==> src/rtl/bitserial_alu_driver.sv <==
`default_nettype none
// ============================================================================
// Module   : bitserial_alu_driver
// Brief    : Bit-serial command initiator for an external combinational 1-bit
//            logic ALU. Takes a WIDTH-bit operand pair plus opcode, streams
//            one bit pair per cycle (LSB first) to the ALU, reassembles the
//            returned bits and offers the WIDTH-bit result on an output
//            valid/ready handshake.
// Revision : 1.0 - initial release
// ============================================================================
module bitserial_alu_driver #(
  parameter int WIDTH = 8
) (
  input  logic             clk,
  input  logic             rst_n,
  // command side
  input  logic             in_valid_i,
  output logic             in_ready_o,
  input  logic [WIDTH-1:0] in_a_i,
  input  logic [WIDTH-1:0] in_b_i,
  input  logic [1:0]       in_op_i,
  // 1-bit ALU side
  output logic             alu_a_o,
  output logic             alu_b_o,
  output logic [1:0]       alu_op_o,
  input  logic             alu_out_i,
  // result side
  output logic             out_valid_o,
  input  logic             out_ready_i,
  output logic [WIDTH-1:0] out_result_o,
  output logic             out_zero_o
);

  // Counter only has to reach WIDTH-1, so clog2(WIDTH) bits suffice.
  localparam int CW = (WIDTH > 1) ? $clog2(WIDTH) : 1;
  localparam logic [CW-1:0] C_LAST = CW'(WIDTH - 1);

  localparam logic [1:0] S_IDLE = 2'd0;
  localparam logic [1:0] S_RUN  = 2'd1;
  localparam logic [1:0] S_DONE = 2'd2;

  logic [1:0]       state_q, state_d;
  logic [WIDTH-1:0] a_sh_q, a_sh_d;
  logic [WIDTH-1:0] b_sh_q, b_sh_d;
  logic [WIDTH-1:0] res_q, res_d;
  logic [1:0]       op_q, op_d;
  logic [CW-1:0]    cnt_q, cnt_d;
  logic             zero_q, zero_d;

  logic             w_accept;
  logic             w_last;
  logic [WIDTH-1:0] w_res_shift;

  assign w_accept    = (state_q == S_IDLE) && in_valid_i;
  assign w_last      = (cnt_q == C_LAST);
  // Returned ALU bit enters at the MSB; after WIDTH shifts bit i lines up
  // with operand bit i because operands were sent LSB first.
  assign w_res_shift = {alu_out_i, res_q[WIDTH-1:1]};

  // State register with synchronous active-low reset.
  always_ff @(posedge clk) begin
    if (!rst_n) begin
      state_q <= S_IDLE;
    end else begin
      state_q <= state_d;
    end
  end

  // Next-state logic: IDLE -> RUN on accept, RUN -> DONE after the last bit,
  // DONE -> IDLE once the result is taken.
  always_comb begin
    state_d = state_q;
    case (state_q)
      S_IDLE: begin
        if (in_valid_i) begin
          state_d = S_RUN;
        end
      end
      S_RUN: begin
        if (w_last) begin
          state_d = S_DONE;
        end
      end
      S_DONE: begin
        if (out_ready_i) begin
          state_d = S_IDLE;
        end
      end
      default: begin
        state_d = S_IDLE;
      end
    endcase
  end

  // Output decode: handshakes and ALU drive depend only on the current state.
  always_comb begin
    in_ready_o   = 1'b0;
    out_valid_o  = 1'b0;
    alu_a_o      = 1'b0;
    alu_b_o      = 1'b0;
    alu_op_o     = op_q;
    out_result_o = res_q;
    out_zero_o   = zero_q;
    case (state_q)
      S_IDLE: begin
        in_ready_o = 1'b1;
      end
      S_RUN: begin
        alu_a_o = a_sh_q[0];
        alu_b_o = b_sh_q[0];
      end
      S_DONE: begin
        out_valid_o = 1'b1;
      end
      default: begin
        in_ready_o = 1'b0;
      end
    endcase
  end

  // Datapath next-state: capture on accept, shift and collect while running.
  always_comb begin
    a_sh_d = a_sh_q;
    b_sh_d = b_sh_q;
    res_d  = res_q;
    op_d   = op_q;
    cnt_d  = cnt_q;
    zero_d = zero_q;
    if (w_accept) begin
      a_sh_d = in_a_i;
      b_sh_d = in_b_i;
      op_d   = in_op_i;
      cnt_d  = '0;
      res_d  = '0;
      zero_d = 1'b0;
    end else if (state_q == S_RUN) begin
      a_sh_d = a_sh_q >> 1;
      b_sh_d = b_sh_q >> 1;
      res_d  = w_res_shift;
      // Hold at the last count instead of wrapping.
      if (!w_last) begin
        cnt_d = cnt_q + 1'b1;
      end
      // Zero flag is registered from the final result on DONE entry.
      if (w_last) begin
        zero_d = (w_res_shift == '0);
      end
    end
  end

  // Datapath registers with synchronous active-low reset.
  always_ff @(posedge clk) begin
    if (!rst_n) begin
      a_sh_q <= '0;
      b_sh_q <= '0;
      res_q  <= '0;
      op_q   <= 2'b00;
      cnt_q  <= '0;
      zero_q <= 1'b0;
    end else begin
      a_sh_q <= a_sh_d;
      b_sh_q <= b_sh_d;
      res_q  <= res_d;
      op_q   <= op_d;
      cnt_q  <= cnt_d;
      zero_q <= zero_d;
    end
  end

endmodule
`default_nettype wire

==> config.mk <==
export PLATFORM = sky130hd
export DESIGN_NAME = bitserial_alu_driver
export DESIGN_NICKNAME = d
export VERILOG_FILES = /design/src/rtl/bitserial_alu_driver.sv
export SDC_FILE = /design/constraint.sdc
export NUM_CORES = 1
export LEC_CHECK = 0
export CAP_MARGIN = 20
export CORE_MARGIN = 4
export CORE_UTILIZATION = 50
export DETAILED_ROUTE_END_ITERATION = 10
export PLACE_DENSITY = 0.91
export SLEW_MARGIN = 20
export SYNTH_ARGS = -nofsm -noshare
export SYNTH_HDL_FRONTEND = slang
export SYNTH_SLANG_ARGS = --single-unit
export TNS_END_PERCENT = 5
==> constraint.sdc <==
create_clock -name clk -period 3.2 [get_ports clk]
set_clock_uncertainty 0.05 [all_clocks]
set_input_delay 0.32 -clock clk [delete_from_list [all_inputs] [get_ports clk]]
set_output_delay 0.32 -clock clk [all_outputs]
set_load 0.01 [all_outputs]
# ---- Word level (Yosys, flattened, before mapping)
# Index checks and enable logic that the tools add are counted.
dict set report totals {
  ram_bits 0
  mem_count 0
  mem_bits_ro 0
  regBits 32
  latch_bits 0
  elab_cells 36
  input_bits 23
  output_inout_bits 15
}
dict set report op_classes {
  magnitude_cmp 0
  eq_ne 6
  shift 0
  n_addsub 1
  muxes 12
  reduce_logical 8
  n_bitwise 2
  mul 0
  div_mod_pow 0
}
# cell count
set ops {}
lappend ops {{$mux 8} 4}
lappend ops {{$logic_not 8->1} 1}
lappend ops {{$mux 2} 3}
lappend ops {{$ne 2x2->1 const B} 3}
lappend ops {{$pmux 2 s3} 1}
lappend ops {{$mux 1} 4}
lappend ops {{$reduce_and 2->1} 2}
lappend ops {{$add 3x1->3 const B} 1}
lappend ops {{$eq 3x3->1 const B} 1}
lappend ops {{$reduce_and 3->1} 1}
lappend ops {{$eq 2x1->1 const B} 1}
lappend ops {{$eq 2x2->1 const B} 1}
lappend ops {{$logic_not 2->1} 1}
lappend ops {{$not 1->1} 2}
lappend ops {{$reduce_bool 2->1} 1}
lappend ops {{$reduce_or 2->1} 1}
lappend ops {{$logic_and 1x1->1} 1}

# ---- Depth between registers and ports, before layout
# Gate-level depths: netlist of run 1.
dict set report logic_depth {
  ltp_word 3
  depth_mapped 6
}

# ---- Worst setup path before layout of run 1
# No wires, ideal clock.
dict set report synth_timing {
  path_type {register -> register}
  start {register cnt_q[0]}
  end {register cnt_q[0]}
  synth_period_minus_slack_ns 1.460
  path_stages_with_launch 6
  n_path_buf 0
  required_ns 3.035
  t_arrival_ns 1.295
  slack_ns 1.740
  setup_time_ns 0.115
  path_cell_list {dfxtp_1 > ha_1 > ha_1 > nor3b_1 > xnor2_1 > nor2_1}
}
dict set report synth_via {
  elab_chain_cells 3
}
# element line
set synth_rtl {}
lappend synth_rtl {{from (decl)} 47} ;# logic [CW-1:0] cnt_q, cnt_d;
lappend synth_rtl {{from (signal assigned)} 165} ;# cnt_q <= cnt_d;
lappend synth_rtl {{parallel branches: the longest is 3 deep, another holds $add 3x1->3} --}
# Several ways; the timed one is not identified.
# A chain may end at the register's enable or synchronous reset.

# ---- Worst setup path after layout of run 1
dict set report layout_timing {
  start {register state_q[0]}
  end {output port alu_a_o}
}
dict set report layout_via {
  elab_chain_cells 2
}
# element line
set layout_rtl {}
lappend layout_rtl {{from (decl)} 42} ;# logic [1:0] state_q, state_d;
lappend layout_rtl {{from (signal assigned)} 65} ;# state_q <= state_d;
lappend layout_rtl {{$eq 2x1->1} 104} ;# case (state_q)
lappend layout_rtl {{$mux 1} 104}
lappend layout_rtl {{to (decl)} 23} ;# output logic alu_a_o,
# No other way between the ends.

==> results.tsv, run 1 <==
metric	value	unit
CP Data Required Time	2.83	ns
Setup CP Type	flip-flop to output pin	
YS warnings	0	
Iteration-0 DRC Markers	66	
row count	18	
via count	1286	
syn_nets	195	
post-synthesis sequential area ratio	46.1	%
Power Density	450	nW/um^2
# Post-CTS Setup Buffers	0	
initial antenna violation count	0	
Max-slew headroom	39.9	%
vias in the first global route	1234	
Max clock buf depth	2	
Reg clk slew, reported paths	0.10	ns
P&R area growth vs syn	27.5	%
synthesized instance count	170	
largest net degree at the start of global routing	26	
# fillers	217	
max_cap viols	0	
Detail Placement HPWL	2240	microns
antenna viol nets, final	0	
routed vias/inst	5.54	
Slew @ Worst Pin	0.897	ns
FF/Latch Area	641	sq um
GP Congestion	0.732	
Worst Setup End Kind	output pin	
Clk Tree Root Cell	clkbuf_4	
io pins	38	
CP Launch Type	flip-flop	
Sink Count	32	
Max Freq	413	MHz
CTS tree	built	
Clock Latency Late Sink	0.33	ns
min Tclk post-route	2.42	ns
GRT Resource Usage Total	20.3	%
Synth Register Bits	32	
P_leak	0.626	nW
RSZ-0062 raised after global routing	no	
placed cell count	224	
H-tree levels	2	
final hold vios	0	
outcome	complete, no violations	
# hold bufs at CTS	0	
width of the die	60.7	microns
Inserted Diodes	0	
Cell variety after synth	30	
final WL	3300	microns
critical path arrival	2.05	ns
area of the multi-input gates	644	sq um
Setup violations, final	0	
setup_tns	0	ns
Avg WL per Cell	14.2	microns
worst vdd ir	0.383	mV
post-CTS resize count	0	
max-slew violation count	0	
# DRC	0	
TritonCTS Buffers	5	
DP Worst Slack	0.964	ns
Die Height	60.7	microns
initial core utilization	54.1	%
drt pass-1 iters	4	
final cell count without fillers	232	
worst-path maximum fanout	23	
syn_area_per_cell	8.17	sq um
first-pass GRT wire length	5450	microns
Hold WC Path Type	flip-flop to flip-flop	
Core Util, Final	69.0	%
layout cells sized above 1	5.94	%
final net count	226	
Period Utilization, post-route	75.7	%
grt ovf	0	
core box area	2570	sq um
Port-buffer cells	37	
Final Worst Setup Slack	0.779	ns
Mapped Area	1390	sq um
die area	3690	sq um
final timing paths:
path / start / end / slack, ns / cells past startpoint
worst min-delay path: a_sh_q[4]$_SDFFE_PN0P_ / a_sh_q[3]$_SDFFE_PN0P_ / 0.41 / 2
worst min register to register: a_sh_q[4]$_SDFFE_PN0P_ / a_sh_q[3]$_SDFFE_PN0P_ / 0.41 / 2
worst max-delay path: state_q[0]$_SDFFE_PN0P_ / alu_a_o / 0.78 / 4
worst max register to register: state_q[1]$_SDFFE_PN0P_ / out_zero_o$_SDFFE_PP0P_ / 1.27 / 3
worst max-delay path: stages, from the launching register on:
cell and delay [ns]:
dfxtp_1 0.52, nor2b_1 0.22, buf_4 0.29, and2_1 0.16, clkdlybuf4s50_1 0.53
registers in the layout, indices dropped and copies added (netlist names):
signal,flops
b_sh_q,8
a_sh_q,8
out_zero_o,1
state_q,2
alu_op_o,2
out_result_o,8
cnt_q,3
layout make-up:
type | count | area share (%)
Clock buffer | 8 | 3.32
Inverter | 3 | 0.636
Multi-Input combinational cell | 121 | 36.4
Sequential cell | 32 | 36.2
Tap cell | 30 | 2.12
Timing Repair Buffer | 38 | 21.3
metrics by stage:
stage | hold WS, ns | total power [mW] | area, sq um
2_1_floorplan | 0.379 | 0.519 | 1390
3_3_place_gp | 0.388 | 0.556 | 1710
3_5_place_dp | 0.398 | 0.562 | 1710
4_1_cts | 0.414 | 0.805 | 1770
5_1_grt | 0.435 | 0.837 | 1770
6_report | 0.412 | 0.797 | 1770
routing by layer:
layer  global-route usage, %  wire (microns)
met5                       0               0
met4                    10.5              58
met3                    7.66             235
met2                    32.2            1670
met1                    23.8            1340
power by group:
group | leakage (nW) | switching, mW | internal [mW]
clock network | 0.0326 | 0.134 | 0.108
registers | 0.262 | 0.0142 | 0.420
logic | 0.331 | 0.0611 | 0.0589
cell families after synthesis:
group	synth area share (%)
buf+inv	7.48
fa+ha+maj	1.80
flops	46.1
compound gates	25.0
simple gates	18.9
xor+xnor	0.631
cell usage in the layout, fill, tap and decap left out, drive strengths merged, types with 2 or more instances in the layout:
cell and instances:
nor2 2, a21boi 4, dfxtp 32, clkdlybuf4s50 37, nor4 2, o21ai 16, and2 2, nand2 38
or3b 3, nor3b 2, clkbuf 8, a21oi 34, nand2b 2, inv 3, nand3 2, nor2b 3
o221ai 2, ha 2
cells in the mapped netlist (all sizes together):
cell type  number  area share (%)
and2            2            0.90
xnor2           1            0.63
o21a            1            0.54
o21ba           1            0.72
clkbuf          2            0.54
nand2          38              10
nor2            2            0.54
inv             3            0.81
nand2b          2            0.90
nor4            2            0.90
ha              2             1.8
nor3b           2             1.4
a311oi          1            0.63
a21oi          34              12
or3b            3             1.9
dfxtp          32              46
a22oi           1            0.54
a21boi          4             2.2
nor2b           3             1.4
o21ai          16             6.0
a31oi           1            0.45
nand3           2            0.72
buf            12             6.1
o22ai           1            0.45
o221ai          2             1.3
No activity file was read; power rests on OpenSTA's default activity.
==> run 2, diff against run 1 <==
--- a/config.mk
+++ b/config.mk
@@ -7,9 +7,9 @@
 export LEC_CHECK = 0
 export CAP_MARGIN = 20
 export CORE_MARGIN = 4
-export CORE_UTILIZATION = 50
+export CORE_UTILIZATION = 42
 export DETAILED_ROUTE_END_ITERATION = 10
-export PLACE_DENSITY = 0.91
+export PLACE_DENSITY = 0.82
 export SLEW_MARGIN = 20
 export SYNTH_ARGS = -nofsm -noshare
 export SYNTH_HDL_FRONTEND = slang
==> constraint.sdc (replaced) <==
create_clock -name clk -period 2.1 [get_ports clk]
set_clock_uncertainty 0.05 [all_clocks]
set_input_delay 0.21 -clock clk [delete_from_list [all_inputs] [get_ports clk]]
set_output_delay 0.21 -clock clk [all_outputs]
set_load 0.01 [all_outputs]
==> results.tsv, run 2 (same netlist as run 1, synthesis figures left out) <==
metric	value	unit
final net count	231	
antenna viol nets, final	0	
placed cell count	243	
Max-slew headroom	67.1	%
outcome	complete, no violations	
Hold WC Path Type	flip-flop to flip-flop	
Max Freq	526	MHz
max_cap viols	0	
initial core utilization	44.8	%
Inserted Diodes	0	
P&R area growth vs syn	30.9	%
final WL	2990	microns
worst-path maximum fanout	10	
final hold vios	0	
width of the die	65.5	microns
drt pass-1 iters	4	
Detail Placement HPWL	2120	microns
grt ovf	0	
Power Density	630	nW/um^2
CTS tree	built	
Port-buffer cells	37	
initial antenna violation count	0	
Period Utilization, post-route	90.6	%
largest net degree at the start of global routing	23	
Slew @ Worst Pin	0.493	ns
min Tclk post-route	1.90	ns
post-route cell area	1820	sq um
GP Congestion	0.744	
io pins	38	
Max clock buf depth	2	
setup_tns	0	ns
Avg WL per Cell	12.1	microns
Setup CP Type	flip-flop to output pin	
row count	20	
Clock Latency Late Sink	0.32	ns
routed vias/inst	5.09	
vias in the first global route	1155	
most frequent cells in the layout	nand2_1 (38), clkdlybuf4s50_1 (37), a21oi_1 (34)	
Final Worst Setup Slack	0.198	ns
# hold bufs at CTS	0	
layout cells sized above 1	8.33	%
max-slew violation count	0	
CP Launch Type	flip-flop	
P_leak	0.645	nW
# DRC	0	
critical path arrival	1.64	ns
overall power	1.15	mW
Hold Slack	0.402	ns
Post-DP Area	1780	sq um
Die Height	65.5	microns
Setup violations, final	0	
DP Worst Slack	0.324	ns
first-pass GRT wire length	5170	microns
RSZ-0062 raised after global routing	no	
die area	4290	sq um
Worst Setup End Kind	output pin	
Reg clk slew, reported paths	0.08	ns
Core Util, Final	58.6	%
worst vdd ir	0.357	mV
most common cell after layout, fill and taps aside	nand2_1	
H-tree levels	2	
via count	1263	
Iteration-0 DRC Markers	75	
core box area	3100	sq um
CP Data Required Time	1.84	ns
final cell count without fillers	248	
Sink Count	32	
Clk Tree Root Cell	clkbuf_4	
TritonCTS Buffers	5	
GRT Resource Usage Total	15.7	%
run 2: changes by cell type in the layout (fill, tap and decap cells not counted), sizes merged:
cell,delta
clkbuf,-3
buf,+5
run 2: what timing repair did:
action                                  in CTS  in global routing
endpoints found under the setup margin       0                  2
resized for setup                            0                  1
setup buffers                                0                  0
run 2: worst paths after layout:
check                                              from                     end  slack (ns)  cells past startpoint
worst max-delay path            state_q[0]$_SDFFE_PN0P_                 alu_b_o        0.20                      3
worst min-delay path             b_sh_q[6]$_SDFFE_PN0P_  b_sh_q[5]$_SDFFE_PN0P_        0.40                      2
worst max register to register    cnt_q[0]$_SDFFE_PP0P_   cnt_q[0]$_SDFFE_PP0P_        0.45                      5
worst min register to register   b_sh_q[6]$_SDFFE_PN0P_  b_sh_q[5]$_SDFFE_PN0P_        0.40                      2
run 2: report_power, final:
part           internal, mW  switching [mW]  leakage, nW  total [mW]
clock network         0.112           0.180       0.0230       0.291
logic                 0.101          0.0915        0.360       0.193
registers             0.641          0.0206        0.262       0.661
total                 0.854           0.292        0.645        1.15
run 2: per-layer routing:
| metal | track usage (%) | part of all wire, % | vias to the layer above |
|---|---|---|---|
| met5 | 0 | 0 | - |
| met4 | 7.77 | 1.0 | 0 |
| met3 | 5.30 | 8.0 | 2 |
| met2 | 24.9 | 47 | 44 |
| met1 | 19.0 | 44 | 563 |
| li1 | - | - | 654 |
run 2: final cells by class:
class,count,area [sq um]
inverters,3,11.3
multi-input cells,121,644
clock buffers,5,37.5
flip-flops and latches,32,642
repair buffers,43,428
well taps,44,55.1
fillers,302,1280
run 2: worst max-delay path, cell delays in order (launching register included):
cell,delay [ns]
dfxtp_2,0.43
nor2b_1,0.22
and2_1,0.15
clkdlybuf4s50_1,0.53
